===== config.mk =====
export PLATFORM = sky130hd
export DESIGN_NAME = alu_rs
export DESIGN_NICKNAME = d
export VERILOG_FILES = /design/src/rtl/alu_rs_pkg.sv /design/src/rtl/alu_rs_select.sv /design/src/rtl/alu_rs.sv
export SDC_FILE = /design/constraint.sdc
export NUM_CORES = 1
export LEC_CHECK = 0
export CAP_MARGIN = 10
export CORE_MARGIN = 5
export CORE_UTILIZATION = 60
export DETAILED_ROUTE_END_ITERATION = 16
export DONT_BUFFER_PORTS = 1
export HOLD_SLACK_MARGIN = 0.02
export PLACE_DENSITY_LB_ADDON = 0.3
export RECOVER_POWER = 100
export SYNTH_ARGS = -nofsm -noshare
export SYNTH_HDL_FRONTEND = slang
export SYNTH_SLANG_ARGS = --single-unit

===== constraint.sdc =====
create_clock -name clk -period 21.3 [get_ports clk]
set_input_delay 0 -clock clk [delete_from_list [all_inputs] [get_ports clk]]
set_output_delay 0 -clock clk [all_outputs]
set_load 0.05 [all_outputs]

===== src/rtl/alu_rs_pkg.sv =====
// ALU reservation station: shared widths, opcode groups and entry record.
// Imported by the station top and its oldest-ready picker.
package alu_rs_pkg;

  localparam int RS_DATA_W = 32;
  localparam int RS_TAG_W  = 3;
  localparam int RS_AGE_W  = 3;

  localparam logic [4:0] OP_MUL_LO = 5'd9;
  localparam logic [4:0] OP_MUL_HI = 5'd12;
  localparam logic [4:0] OP_DIV_LO = 5'd13;
  localparam logic [4:0] OP_DIV_HI = 5'd16;

  typedef struct packed {
    logic                 valid;
    logic [4:0]           opcode;
    logic [2:0]           branch_op;
    logic [RS_TAG_W-1:0]  tag;
    logic [4:0]           dest_reg;
    logic [RS_DATA_W-1:0] op1;
    logic                 op1_rdy;
    logic [RS_TAG_W-1:0]  op1_tag;
    logic [RS_DATA_W-1:0] op2;
    logic                 op2_rdy;
    logic [RS_TAG_W-1:0]  op2_tag;
    logic [RS_AGE_W-1:0]  age;
  } rs_entry_t;

  function automatic logic is_div(logic [4:0] op);
    return (op >= OP_DIV_LO) && (op <= OP_DIV_HI);
  endfunction

  function automatic logic is_mul(logic [4:0] op);
    return (op >= OP_MUL_LO) && (op <= OP_MUL_HI);
  endfunction

endpackage


===== src/rtl/alu_rs_select.sv =====
// Oldest-ready picker: returns the ready entry with the largest age.
// Ages are unique among valid entries, so no tie-break is needed.
module alu_rs_select
  import alu_rs_pkg::*;
#(
  parameter int DEPTH = 4,
  parameter int IDX_W = 2
) (
  input  logic [DEPTH-1:0]          ready,
  input  logic [DEPTH*RS_AGE_W-1:0] ages,
  output logic                      found,
  output logic [IDX_W-1:0]          idx
);

  logic [RS_AGE_W-1:0] best;

  always_comb begin
    found = 1'b0;
    idx   = '0;
    best  = '0;
    for (int i = 0; i < DEPTH; i++) begin
      if (ready[i] &&
          (!found || ages[i*RS_AGE_W +: RS_AGE_W] > best)) begin
        found = 1'b1;
        idx   = i[IDX_W-1:0];
        best  = ages[i*RS_AGE_W +: RS_AGE_W];
      end
    end
  end

endmodule


===== src/rtl/alu_rs.sv =====
// ALU reservation station: dispatch, CDB wakeup, oldest-first issue.
// A divide issue blocks the next cycle until fu_busy can take over.
module alu_rs
  import alu_rs_pkg::*;
#(
  parameter int DATA_WIDTH = RS_DATA_W,
  parameter int TAG_WIDTH  = RS_TAG_W,
  parameter int DEPTH      = 4
) (
  input  logic                  clk,
  input  logic                  rst,
  input  logic                  flush,
  input  logic                  disp_valid,
  output logic                  disp_ready,
  input  logic [4:0]            disp_opcode,
  input  logic [2:0]            disp_branch_op,
  input  logic [TAG_WIDTH-1:0]  disp_tag,
  input  logic [4:0]            disp_dest_reg,
  input  logic [DATA_WIDTH-1:0] disp_op1,
  input  logic [DATA_WIDTH-1:0] disp_op2,
  input  logic                  disp_op1_rdy,
  input  logic                  disp_op2_rdy,
  input  logic [TAG_WIDTH-1:0]  disp_op1_tag,
  input  logic [TAG_WIDTH-1:0]  disp_op2_tag,
  input  logic                  cdb_valid,
  input  logic [TAG_WIDTH-1:0]  cdb_tag,
  input  logic [DATA_WIDTH-1:0] cdb_result,
  input  logic                  fu_busy,
  output logic                  issue_start,
  output logic [4:0]            issue_opcode,
  output logic [2:0]            issue_branch_op,
  output logic [DATA_WIDTH-1:0] issue_op1,
  output logic [DATA_WIDTH-1:0] issue_op2,
  output logic [TAG_WIDTH-1:0]  issue_tag,
  output logic [4:0]            issue_dest_reg
);

  localparam int IDX_W = $clog2(DEPTH);
  localparam logic [RS_AGE_W-1:0] AGE_MAX = RS_AGE_W'(DEPTH - 1);

  rs_entry_t ent     [DEPTH];
  rs_entry_t ent_nxt [DEPTH];
  rs_entry_t new_ent;
  logic      hold;

  logic [DEPTH-1:0]          vld;
  logic [DEPTH-1:0]          cand;
  logic [DEPTH*RS_AGE_W-1:0] ages;
  logic [IDX_W-1:0]          free_idx;
  logic [IDX_W-1:0]          sel_idx;
  logic                      found;
  logic                      issue_go;
  logic                      disp_acc;

  always_comb begin
    for (int i = 0; i < DEPTH; i++) begin
      vld[i]  = ent[i].valid;
      cand[i] = ent[i].valid && ent[i].op1_rdy && ent[i].op2_rdy;
      ages[i*RS_AGE_W +: RS_AGE_W] = ent[i].age;
    end
  end

  always_comb begin
    free_idx = '0;
    for (int i = DEPTH - 1; i >= 0; i--) begin
      if (!vld[i]) free_idx = i[IDX_W-1:0];
    end
  end

  alu_rs_select #(
    .DEPTH (DEPTH),
    .IDX_W (IDX_W)
  ) u_select (
    .ready (cand),
    .ages  (ages),
    .found (found),
    .idx   (sel_idx)
  );

  assign disp_ready = ~&vld;
  assign disp_acc   = disp_valid && disp_ready && !flush;
  assign issue_go   = found && !fu_busy && !hold && !flush;

  // Operands matching a same-cycle broadcast enter already ready.
  always_comb begin
    new_ent           = '0;
    new_ent.valid     = 1'b1;
    new_ent.opcode    = disp_opcode;
    new_ent.branch_op = disp_branch_op;
    new_ent.tag       = disp_tag;
    new_ent.dest_reg  = disp_dest_reg;
    new_ent.op1       = disp_op1;
    new_ent.op1_rdy   = disp_op1_rdy;
    new_ent.op1_tag   = disp_op1_tag;
    new_ent.op2       = disp_op2;
    new_ent.op2_rdy   = disp_op2_rdy;
    new_ent.op2_tag   = disp_op2_tag;
    if (cdb_valid && !disp_op1_rdy && disp_op1_tag == cdb_tag) begin
      new_ent.op1     = cdb_result;
      new_ent.op1_rdy = 1'b1;
    end
    if (cdb_valid && !disp_op2_rdy && disp_op2_tag == cdb_tag) begin
      new_ent.op2     = cdb_result;
      new_ent.op2_rdy = 1'b1;
    end
  end

  always_comb begin
    for (int i = 0; i < DEPTH; i++) begin
      ent_nxt[i] = ent[i];
      if (cdb_valid && ent[i].valid) begin
        if (!ent[i].op1_rdy && ent[i].op1_tag == cdb_tag) begin
          ent_nxt[i].op1     = cdb_result;
          ent_nxt[i].op1_rdy = 1'b1;
        end
        if (!ent[i].op2_rdy && ent[i].op2_tag == cdb_tag) begin
          ent_nxt[i].op2     = cdb_result;
          ent_nxt[i].op2_rdy = 1'b1;
        end
      end
      if (ent[i].valid) begin
        if (issue_go && sel_idx == i[IDX_W-1:0]) begin
          ent_nxt[i].valid = 1'b0;
        end else begin
          if (issue_go && ent[i].age > ent[sel_idx].age)
            ent_nxt[i].age = ent[i].age - 1'b1;
          if (disp_acc && ent_nxt[i].age != AGE_MAX)
            ent_nxt[i].age = ent_nxt[i].age + 1'b1;
        end
      end
      if (disp_acc && free_idx == i[IDX_W-1:0])
        ent_nxt[i] = new_ent;
    end
  end

  always_ff @(posedge clk) begin
    if (rst) begin
      for (int i = 0; i < DEPTH; i++) ent[i] <= '0;
      hold            <= 1'b0;
      issue_start     <= 1'b0;
      issue_opcode    <= '0;
      issue_branch_op <= '0;
      issue_op1       <= '0;
      issue_op2       <= '0;
      issue_tag       <= '0;
      issue_dest_reg  <= '0;
    end else if (flush) begin
      for (int i = 0; i < DEPTH; i++) ent[i] <= '0;
      hold        <= 1'b0;
      issue_start <= 1'b0;
    end else begin
      for (int i = 0; i < DEPTH; i++) ent[i] <= ent_nxt[i];
      hold        <= issue_go && is_div(ent[sel_idx].opcode);
      issue_start <= issue_go;
      if (issue_go) begin
        issue_opcode    <= ent[sel_idx].opcode;
        issue_branch_op <= ent[sel_idx].branch_op;
        issue_op1       <= ent[sel_idx].op1;
        issue_op2       <= ent[sel_idx].op2;
        issue_tag       <= ent[sel_idx].tag;
        issue_dest_reg  <= ent[sel_idx].dest_reg;
      end
    end
  end

endmodule


Word-level counts from Yosys, hierarchy flattened
Memories as Yosys holds them, arrays and structs flattened.
Index checks and enable logic that the tools add are counted.
{"block": "totals", "word_cells": 214, "output_inout_bits": 82, "memories": 1, "register_bits": 82, "ramBits": 368, "input_bits": 129}
{"block": "classes", "mux": 84, "n_eq_ne": 20, "addsub": 8, "reduce_logical": 75, "bitwise": 9, "order_cmp": 9}
{"name": "ent", "words": 4, "word_bits": 92, "read_ports": 5, "rd_ports_with_merged_regs": 0, "write_ports": 4, "line": "alu_rs.sv:41", "rtl": "rs_entry_t ent [DEPTH];"}
{"cell": "two-way mux 92 bit", "count": 12}
{"cell": "two-way mux 33 bit", "count": 18}
{"cell": "two-way mux 3 bit", "count": 27}
{"cell": "logical AND 1 bit", "count": 50}
{"cell": "equality test 3 bit", "count": 10}
{"cell": "> comparator 3 bit", "count": 7}
{"cell": "two-way mux 1 bit", "count": 21}
{"cell": "logical NOT 1 bit", "count": 17}
{"cell": "adder 3 x 1 -> 3 bit (second input constant)", "count": 4}
{"cell": "two-way mux 2 bit", "count": 6}
{"cell": "!= test 3 x 2 -> 1 bit (second input constant)", "count": 4}
{"cell": "subtractor 3 x 1 -> 3 bit (second input constant)", "count": 4}
{"cell": "equality test 2 bit (second input constant)", "count": 4}
{"cell": "OR 1 bit", "count": 8}
{"cell": "greater-or-equal comparator 5 x 4 -> 1 bit (second input constant)", "count": 1}
{"cell": "less-or-equal comparator 5 bit (second input constant)", "count": 1}
{"cell": "equality test 2 x 1 -> 1 bit (second input constant)", "count": 2}
{"cell": "logical NOT 2 bit", "count": 2}
{"cell": "AND reduction 4 bit", "count": 1}
{"cell": "logical OR 1 bit", "count": 3}
{"cell": "AND reduction 2 bit", "count": 1}
{"cell": "OR reduction 2 bit", "count": 1}
{"cell": "NOT 1 bit", "count": 1}

Longest topological paths before layout
Gate-level depths: netlist of the first run.
An unclocked memory read counts as a cell.
{"block": "logic_depth", "word_depth": 30, "mapped_depth": 45, "depth_no_buf": 35}

By module
From an unflattened synthesis of the first run, not the netlist that was laid out.
{"block": "unflattened", "hier_cells": 2050, "hier_area_um2": 21778.4}
{"module": "alu_rs", "cells_each": 2004, "seq_area_each_um2": 11771.3, "instances": 1, "area_each_um2": 21434.3}
{"module": "alu_rs_select", "cells_each": 46, "seq_area_each_um2": 0.0, "instances": 1, "area_each_um2": 344.1}

Least setup slack after synthesis of the first run
No wires, ideal clock.
{"block": "synth_path", "kind": "register to register", "start": "mem ent[0][91] (netlist bit)", "end": "mem ent[2][0] (netlist bit)", "period_less_slack_ps": 8594, "arrival_ps": 8472, "path_slack_ps": 12706, "path_stages_with_launch": 43, "setup_ps": 122, "required_time_ps": 21178, "n_path_buf": 11, "cell_sequence": "edfxtp_1 buf_6 and3_1 clkbuf_1 nand2_1 ha_1 and3b_1 o21a_1 o21ai_1 buf_2 buf_1 buf_1 nand2_1 nand2_1 ha_1 and3b_1 o21ai_1 a21o_1 (+7 left out) a31o_4 clkbuf_1 clkbuf_1 clkbuf_1 a311o_1 o21ai_0 ha_1 nor2_1 o31ai_1 a211oi_1 o21ai_1 xnor2_1 ha_1 ha_1 or2_0 xnor2_1 xnor2_1 o21ai_0"}
{"element": "start, declared", "line": "alu_rs.sv:41"}

==> reports/results.tsv, run 1 <==
stage	metric	value	unit
detailed_routing	drc_errors	0	
finish	layout_common_cells	nand2_1, edfxtp_1, nor2_1	
synth	postSynthCellCount	2488	
sta	relSlewSlack	-229	%
global_routing	grt_max_degree	107	
power	netSwitchingPower	0.528	mW
finish	largest_register_ffs	368	
synth	synthAdderAreaFrac	1.51	%
power	combPwrFrac	10.7	%
placed_design	place_ws	12.93	ns
finish	stdcell_count	3068	
sta	hold_viol	0	
worst_setup_path	slowest_stage	clkbuf_1	
power	vdd_drop_max	0.0000566	V
placed_design	placed_cells	2766	
sta	fin_skew	0.0229	ns
detailed_routing	viasPerCell	6.55	
worst_setup_path	crit_fanout	90	
power	p_seq_share	50.1	%
synth	synth.mux.area_fraction	3.20	%
cts	clkTransAtPathRegs	0.06	ns
synth	netlist-cell-type-count	63	
cts	post_cts_buffers	0	
cts	cts_max_level	2	
worst_setup_path	cpPeakStageDelay	3.27	ns
sta	max_freq	0.0745	GHz
synth	yosys.area_share.simple	20.5	%
cts	root_buffer	clkbuf_16	
power	power.density	79.4	nW/um^2
synth	synth_area	22000	um^2
synth	async_flop_share	0	%
sta	final-setup-viol-count	0	
synth	synth-seq-cells	450	
min_path	hp-start	flush	
worst_setup_path	crit_arrival	13.73	ns
worst_setup_path	r2r_start	ent[0][91]	
power	p_sw_share	26.0	%
die	die_w	201	um
sta	grt_setup_unrepaired	false	
detailed_routing	dr.first_iter.drc_count	2806	
die	placementRows	70	
sta	period_share	63.0	%
global_routing	grt_remaining_overflow	0	
sta	tns	0	ns
global_routing	grt_pass1_wl	112000	um
detailed_routing	num_vias	20100	
power	p_leak	10.0	nW
synth	yosysSeqAreaShare	53.6	%
finish	top_register	ent	
run_status	violations	capacitance limit, slew limit	
die	die_area	40500	um^2
min_path	hold_class	in2reg	
synth	synth-xor-area-share	1.62	%
placed_design	place_congestion	0.893	
run	drv_cap	16	
finish	utilization	70.5	%
power	clkPwrFrac	39.2	%
sta	postLayoutSetupSlackWorst	7.88	ns
worst_setup_path	crit_path_start_kind	flip-flop	
detailed_routing	routedWlPerCell	23.8	um
die	core	36300	um^2
cts	tritoncts	built	
finish	layout_commonest_cell	nand2_1	
synth	syn_avg_cell_area	8.83	um^2
worst_setup_path	cp.required	21.62	ns
die	fp.dieH	201	um
cts	cts.sinks	450	
finish	area_delta_synth_final	16.6	%
global_routing	grt_pass1_vias	19700	
finish	final_nets	2711	
sta	tightest_slew	4.94	ns
synth	synth_top_family_by_area	simple AND/OR/NAND/NOR gates	
cts	cts_made_buffers	46	
worst_setup_path	crit_start	ent[0][91]	
sta	drv_slew	822	
placed_design	port_buffers	0	
placed_design	hpwl	39900	um
run_status	run_status	finished with violations	
worst_setup_path	worstSetupPathType	reg2reg	
synth	synth_compound_area_share	15.4	%
detailed_routing	ant_nets	0	
power	p_total	2.03	mW
die	start_util	60.5	%
sta	min_period	13.42	ns
power	internal_power	1.51	mW
global_routing	antenna_found_initial	7	
cts	cts.path.max_buffers	3	
finish	reg.largest.list	ent x368, issue_op1 x32, issue_op2 x32	
synth	synth_warnings	0	
detailed_routing	wirelength	72900	um
cts	insertion_delay	0.58	ns
finish	drive_above_1_share	4.70	%
detailed_routing	drtPass1Iterations	6	
global_routing	gr-usage-all-layers	34.7	%
worst_setup_path	crit_top_cell	ha_1	
cts	cts_repair_resize_count	0	
synth	synth_flop_cell	edfxtp_1	
die	pin_count	211	
synth	synth_edf_count	276	
worst_setup_path	crit_path_end_kind	flip-flop	
stage by stage:
| stage | hold slack [ns] | area, um^2 |
|---|---|---|
| after floorplan | 0.136 | 22000 |
| after global placement | 0.0908 | 22100 |
| after detailed placement | 0.0971 | 22100 |
| after CTS | 0.0293 | 25700 |
| after global routing | 0.121 | 25600 |
| final | 0.0975 | 25600 |
layout make-up:
| class | instances | area [um^2] |
|---|---|---|
| flip-flops and latches | 450 | 11800 |
| fillers | 2654 | 10700 |
| multi-input cells | 1803 | 9440 |
| repair buffers | 238 | 2260 |
| clock buffers | 70 | 1370 |
| well taps | 468 | 586 |
| clock inverters | 16 | 108 |
| inverters | 18 | 67.6 |
| diodes | 5 | 12.5 |
power groups by stage:
stage | registers, mW | logic [mW] | clock network, mW
4_1_cts | 1.02 | 0.209 | 0.797
6_report | 1.02 | 0.218 | 0.798
3_5_place_dp | 1.04 | 0.162 | 0
3_3_place_gp | 1.03 | 0.156 | 0
5_1_grt | 1.02 | 0.235 | 0.835
2_1_floorplan | 1.03 | 0.127 | 0
worst max-delay path: cells and delay by family (launching register included):
kind / cells / cell delay, ns
AO/OA/AOI/OAI: 12 / 4.54
adder cells (fa/ha/maj): 5 / 1.41
buffers and inverters: 2 / 3.39
flip-flops: 1 / 0.53
AND/OR/NAND/NOR: 9 / 3.28
path summary, 6_finish.rpt:
path | end | cells past startpoint | slack [ns]
max | ent[0][1] | 28 | 7.88
min | ent[0][4] | 3 | 0.1
max reg2reg | ent[0][1] | 28 | 7.88
min reg2reg | ent[2][10] | 2 | 0.45
cell usage after synthesis (all sizes together) (2+ instances only):
cell type / n / area share (%)
nand3: 13 / 0.36
o21ai: 88 / 2.0
maj3: 2 / 0.091
and3: 6 / 0.17
edfxtp: 276 / 38
or4: 8 / 0.29
nor3: 83 / 1.9
a211oi: 88 / 3.0
mux2i: 68 / 3.1
nand2: 710 / 12
and3b: 2 / 0.080
ha: 25 / 1.4
nor2: 258 / 4.4
nor4: 3 / 0.085
nand3b: 2 / 0.068
xor2: 27 / 1.1
o21a: 4 / 0.17
a21o: 5 / 0.17
o31ai: 3 / 0.10
buf: 32 / 0.63
dfxtp: 174 / 16
a311oi: 79 / 3.1
nor3b: 2 / 0.068
o31a: 3 / 0.12
a31o: 3 / 0.16
inv: 18 / 0.31
a31oi: 8 / 0.26
mux2: 2 / 0.10
or3: 2 / 0.057
nand2b: 20 / 0.57
o211ai: 5 / 0.17
xnor2: 11 / 0.44
clkbuf: 187 / 3.2
a21oi: 247 / 5.6
or2: 5 / 0.14
metal layers:
| layer | global-route usage, % | wire length, um | up-vias |
|---|---|---|---|
| li1 | - | - | 8808 |
| met1 | 43.8 | 25700 | 9540 |
| met2 | 56.4 | 34000 | 1468 |
| met3 | 8.17 | 9170 | 286 |
| met4 | 17.4 | 4050 | 4 |
| met5 | 0 | 25 | - |
kinds of logic (layout without fill, tap and decap cells):
kind of cell | Yosys count | count (layout)
AO/OA/AOI/OAI | 544 | 544
multiplexers | 70 | 70
flip-flops | 450 | 450
XOR/XNOR | 39 | 39
AND/OR/NAND/NOR | 1120 | 1120
adder cells (fa/ha/maj) | 27 | 27
other | 1 | 8
buffers and inverters | 237 | 342
what timing repair did:
action | in CTS | in global routing
hold endpoints to repair | 437 | 0
setup endpoints to repair | 0 | 0
hold buffers | 211 | 0
No activity file was read; power rests on OpenSTA's default activity.
==> inputs of run 2 (changes only) <==
- CORE_UTILIZATION: 60 -> 58
- clock period: 21.3 -> 12.1 ns (I/O delays scaled with it)
==> run 2 against run 1 <==
Net effect:
- the flow finishes with violations (hold timing, capacitance limit, slew limit)
- cell count rose by 0.78%
- total power rose by 80%
- non-clock buffer count fell by 21
- register-to-register slack got worse by 5.7 ns
- maximum frequency rose by 35%
- via count fell by 1.4%
- routed wire length fell by 1.9%
- hold slack got worse by 0.13 ns
- global-route usage fell by 1.4 points
- highest routed layer unchanged
- design area fell by 0.27%
- sequential share of layout area rose by 0.13 points
- sequential power rose by 75%
- critical path type unchanged
==> reports/results.tsv, run 2 (synthesis gave the netlist of run 1 again) <==
stage	metric	value	unit	change
die	placementRows	71		was 70
sta	period_share	82.1	%	was 63.0%
cts	cts_repair_resize_count	0		unchanged
worst_setup_path	crit_path_end_kind	flip-flop		unchanged
global_routing	grt_remaining_overflow	0		unchanged
sta	holdWs	-0.0277	ns	was 0.0975 ns
global_routing	grt_pass1_vias	19500		was 19.7k
placed_design	place_congestion	0.945		was 0.893
power	power.density	143	nW/um^2	was 79.4 nW/um^2
cts	cts_hold_buf	190		was 211
finish	utilization	68.1	%	was 70.5%
placed_design	placed_cells	2809		was 2766
worst_setup_path	cpPeakStageDelay	0.90	ns	was 3.27 ns
run_status	violations	hold timing, capacitance limit, slew limit		was capacitance limit, slew limit
min_path	hold_class	in2reg		unchanged
cts	post_cts_buffers	0		unchanged
detailed_routing	viasPerCell	6.41		was 6.55
global_routing	gr-usage-all-layers	33.3	%	was 34.7%
cts	cts_made_buffers	47		was 46
run	drv_cap	19		was 16
cts	clkTransAtPathRegs	0.06	ns	about the same
detailed_routing	routedWlPerCell	23.1	um	was 23.8 um
worst_setup_path	crit_path_start_kind	flip-flop		unchanged
global_routing	grt_pass1_wl	109000	um	was 112000 um
finish	area_delta_synth_final	16.3	%	was 16.6%
cts	cts.sinks	450		unchanged
power	internal_power	2.74	mW	was 1.51 mW
cts	cts.path.max_buffers	3		unchanged
power	p_sw_share	25.2	%	was 26.0%
placed_design	hpwl	39900	um	about the same
finish	final_nets	2691		was 2711
die	start_util	58.6	%	was 60.5%
power	combPwrFrac	10.4	%	was 10.7%
global_routing	met2_usage	54.5	%	was 56.4%
die	die_area	41900	um^2	was 40500 um^2
run_status	run_status	finished with violations		unchanged
finish	layout_commonest_cell	nand2_1		unchanged
power	clkPwrFrac	40.6	%	was 39.2%
power	netSwitchingPower	0.924	mW	was 0.528 mW
global_routing	grt_max_degree	106		was 107
worst_setup_path	reg2reg_slack	2.17	ns	was 7.88 ns
global_routing	grt_use_met1	42.3	%	was 43.8%
detailed_routing	num_vias	19800		was 20.1k
finish	stdcell_count	3092		was 3068
worst_setup_path	crit_arrival	10.39	ns	was 13.73 ns
power	p_leak	10.1	nW	was 10.0 nW
detailed_routing	drtPass1Iterations	6		unchanged
worst_setup_path	slowest_stage	a31o_4		was clkbuf_1
global_routing	antenna_found_initial	4		was 7
detailed_routing	drc_errors	0		unchanged
worst_setup_path	crit_top_cell	ha_1		unchanged
sta	fin_skew	0.0155	ns	was 0.0229 ns
finish	largest_register_ffs	368		unchanged
die	pin_count	211		unchanged
cts	root_buffer	clkbuf_16		unchanged
finish	drive_above_1_share	4.50	%	was 4.70%
detailed_routing	ant_nets	0		unchanged
global_routing	met3_usage	7.31	%	was 8.17%
worst_setup_path	crit_fanout	92		was 90
detailed_routing	dr.first_iter.drc_count	2554		was 2806
cts	tritoncts	built		unchanged
sta	tns	0	ns	unchanged
power	p_seq_share	49.0	%	was 50.1%
placed_design	port_buffers	0		unchanged
sta	tightest_slew	4.84	ns	was 4.94 ns
power	vdd_drop_max	0.000125	V	was 0.0000566 V
finish	layout_common_cells	nand2_1, edfxtp_1, nor2_1		unchanged
worst_setup_path	cp.required	12.56	ns	was 21.62 ns
cts	insertion_delay	0.58	ns	about the same
cts	cts_max_level	2		unchanged
die	core	37500	um^2	was 36300 um^2
finish	register_area	11800	um^2	unchanged
finish	reg.largest.list	ent x368, issue_op1 x32, issue_op2 x32		unchanged
finish	nFillCells	2928		was 2654
detailed_routing	wirelength	71600	um	was 72900 um
finish	top_register	ent		unchanged
sta	relSlewSlack	-222	%	was -229%
die	fp.dieH	205	um	was 201 um
global_routing	grt.busiest_layer	met2		unchanged
sta	min_period	9.93	ns	was 13.42 ns
worst_setup_path	worstSetupPathType	reg2reg		unchanged
sta	hold_viol	1		was 0
die	die_w	205	um	was 201 um
sta	final-setup-viol-count	0		unchanged
sta	grt_setup_unrepaired	false		unchanged
sta	drv_slew	703		was 822
finish	multiInputGateArea	9420	um^2	was 9440 um^2
sta	max_freq	0.101	GHz	was 0.0745 GHz
-- run 2: cell count changes in the layout (fill, tap and decap cells not counted), sizes merged --
cell / change
clkbuf: -2
clkinv: +3
inv: -4
bufinv: +4
dlygate4sd3: -21
diode: +1
-- run 2: area by class of cell --
cell class	instances	area share (%)
Inverter	18	0.264
Antenna cell	6	0.0588
Sequential cell	450	46.1
Timing Repair Buffer	217	8.10
Multi-Input combinational cell	1803	36.9
Tap cell	511	2.50
Clock inverter	19	0.744
Clock buffer	68	5.40
-- run 2: path summary, 6_finish.rpt --
check	start	endpoint	cells after the start
worst min-delay path	disp_op1_tag[2]	ent[2][42]	4
worst max-delay path	ent[0][91]	ent[2][0]	32
worst max register to register	ent[0][91]	ent[2][0]	32
worst min register to register	ent[2][16]	ent[2][16]	2
-- run 2: metal layers --
metal  vias to the layer above  routed length (um)
met5                         -                  13
met4                         2                3330
met3                       239                8290
met2                      1355               34100
met1                      9470               25800
li1                       8762                   -
-- run 2: metrics by stage --
stage | setup WS, ns | hold slack [ns] | instance area, um^2 | power [mW]
after global routing | 1.61 | -0.0104 | 25500 | 3.76
after detailed placement | 2.61 | 0.0901 | 22200 | 2.11
after global placement | 2.96 | 0.0883 | 22200 | 2.09
final | 2.17 | -0.0277 | 25500 | 3.66
after CTS | 2.57 | 0.0241 | 25700 | 3.64
after floorplan | 3.51 | 0.136 | 22000 | 2.03
-- run 2: critical path, delay by kind of cell (launching register included) --
kind | cells | cell delay (ns)
AND/OR/NAND/NOR | 11 | 2.54
flip-flops | 1 | 0.53
adder cells (fa/ha/maj) | 6 | 1.74
XOR/XNOR | 2 | 0.34
AO/OA/AOI/OAI | 13 | 4.65
-- run 2: power by group through the flow --
stage / clock network (mW) / logic (mW) / registers, mW
after detailed placement: 0 / 0.286 / 1.82
after global routing: 1.55 / 0.407 / 1.80
after floorplan: 0 / 0.223 / 1.81
after CTS: 1.49 / 0.367 / 1.79
final: 1.49 / 0.379 / 1.79
after global placement: 0 / 0.274 / 1.82
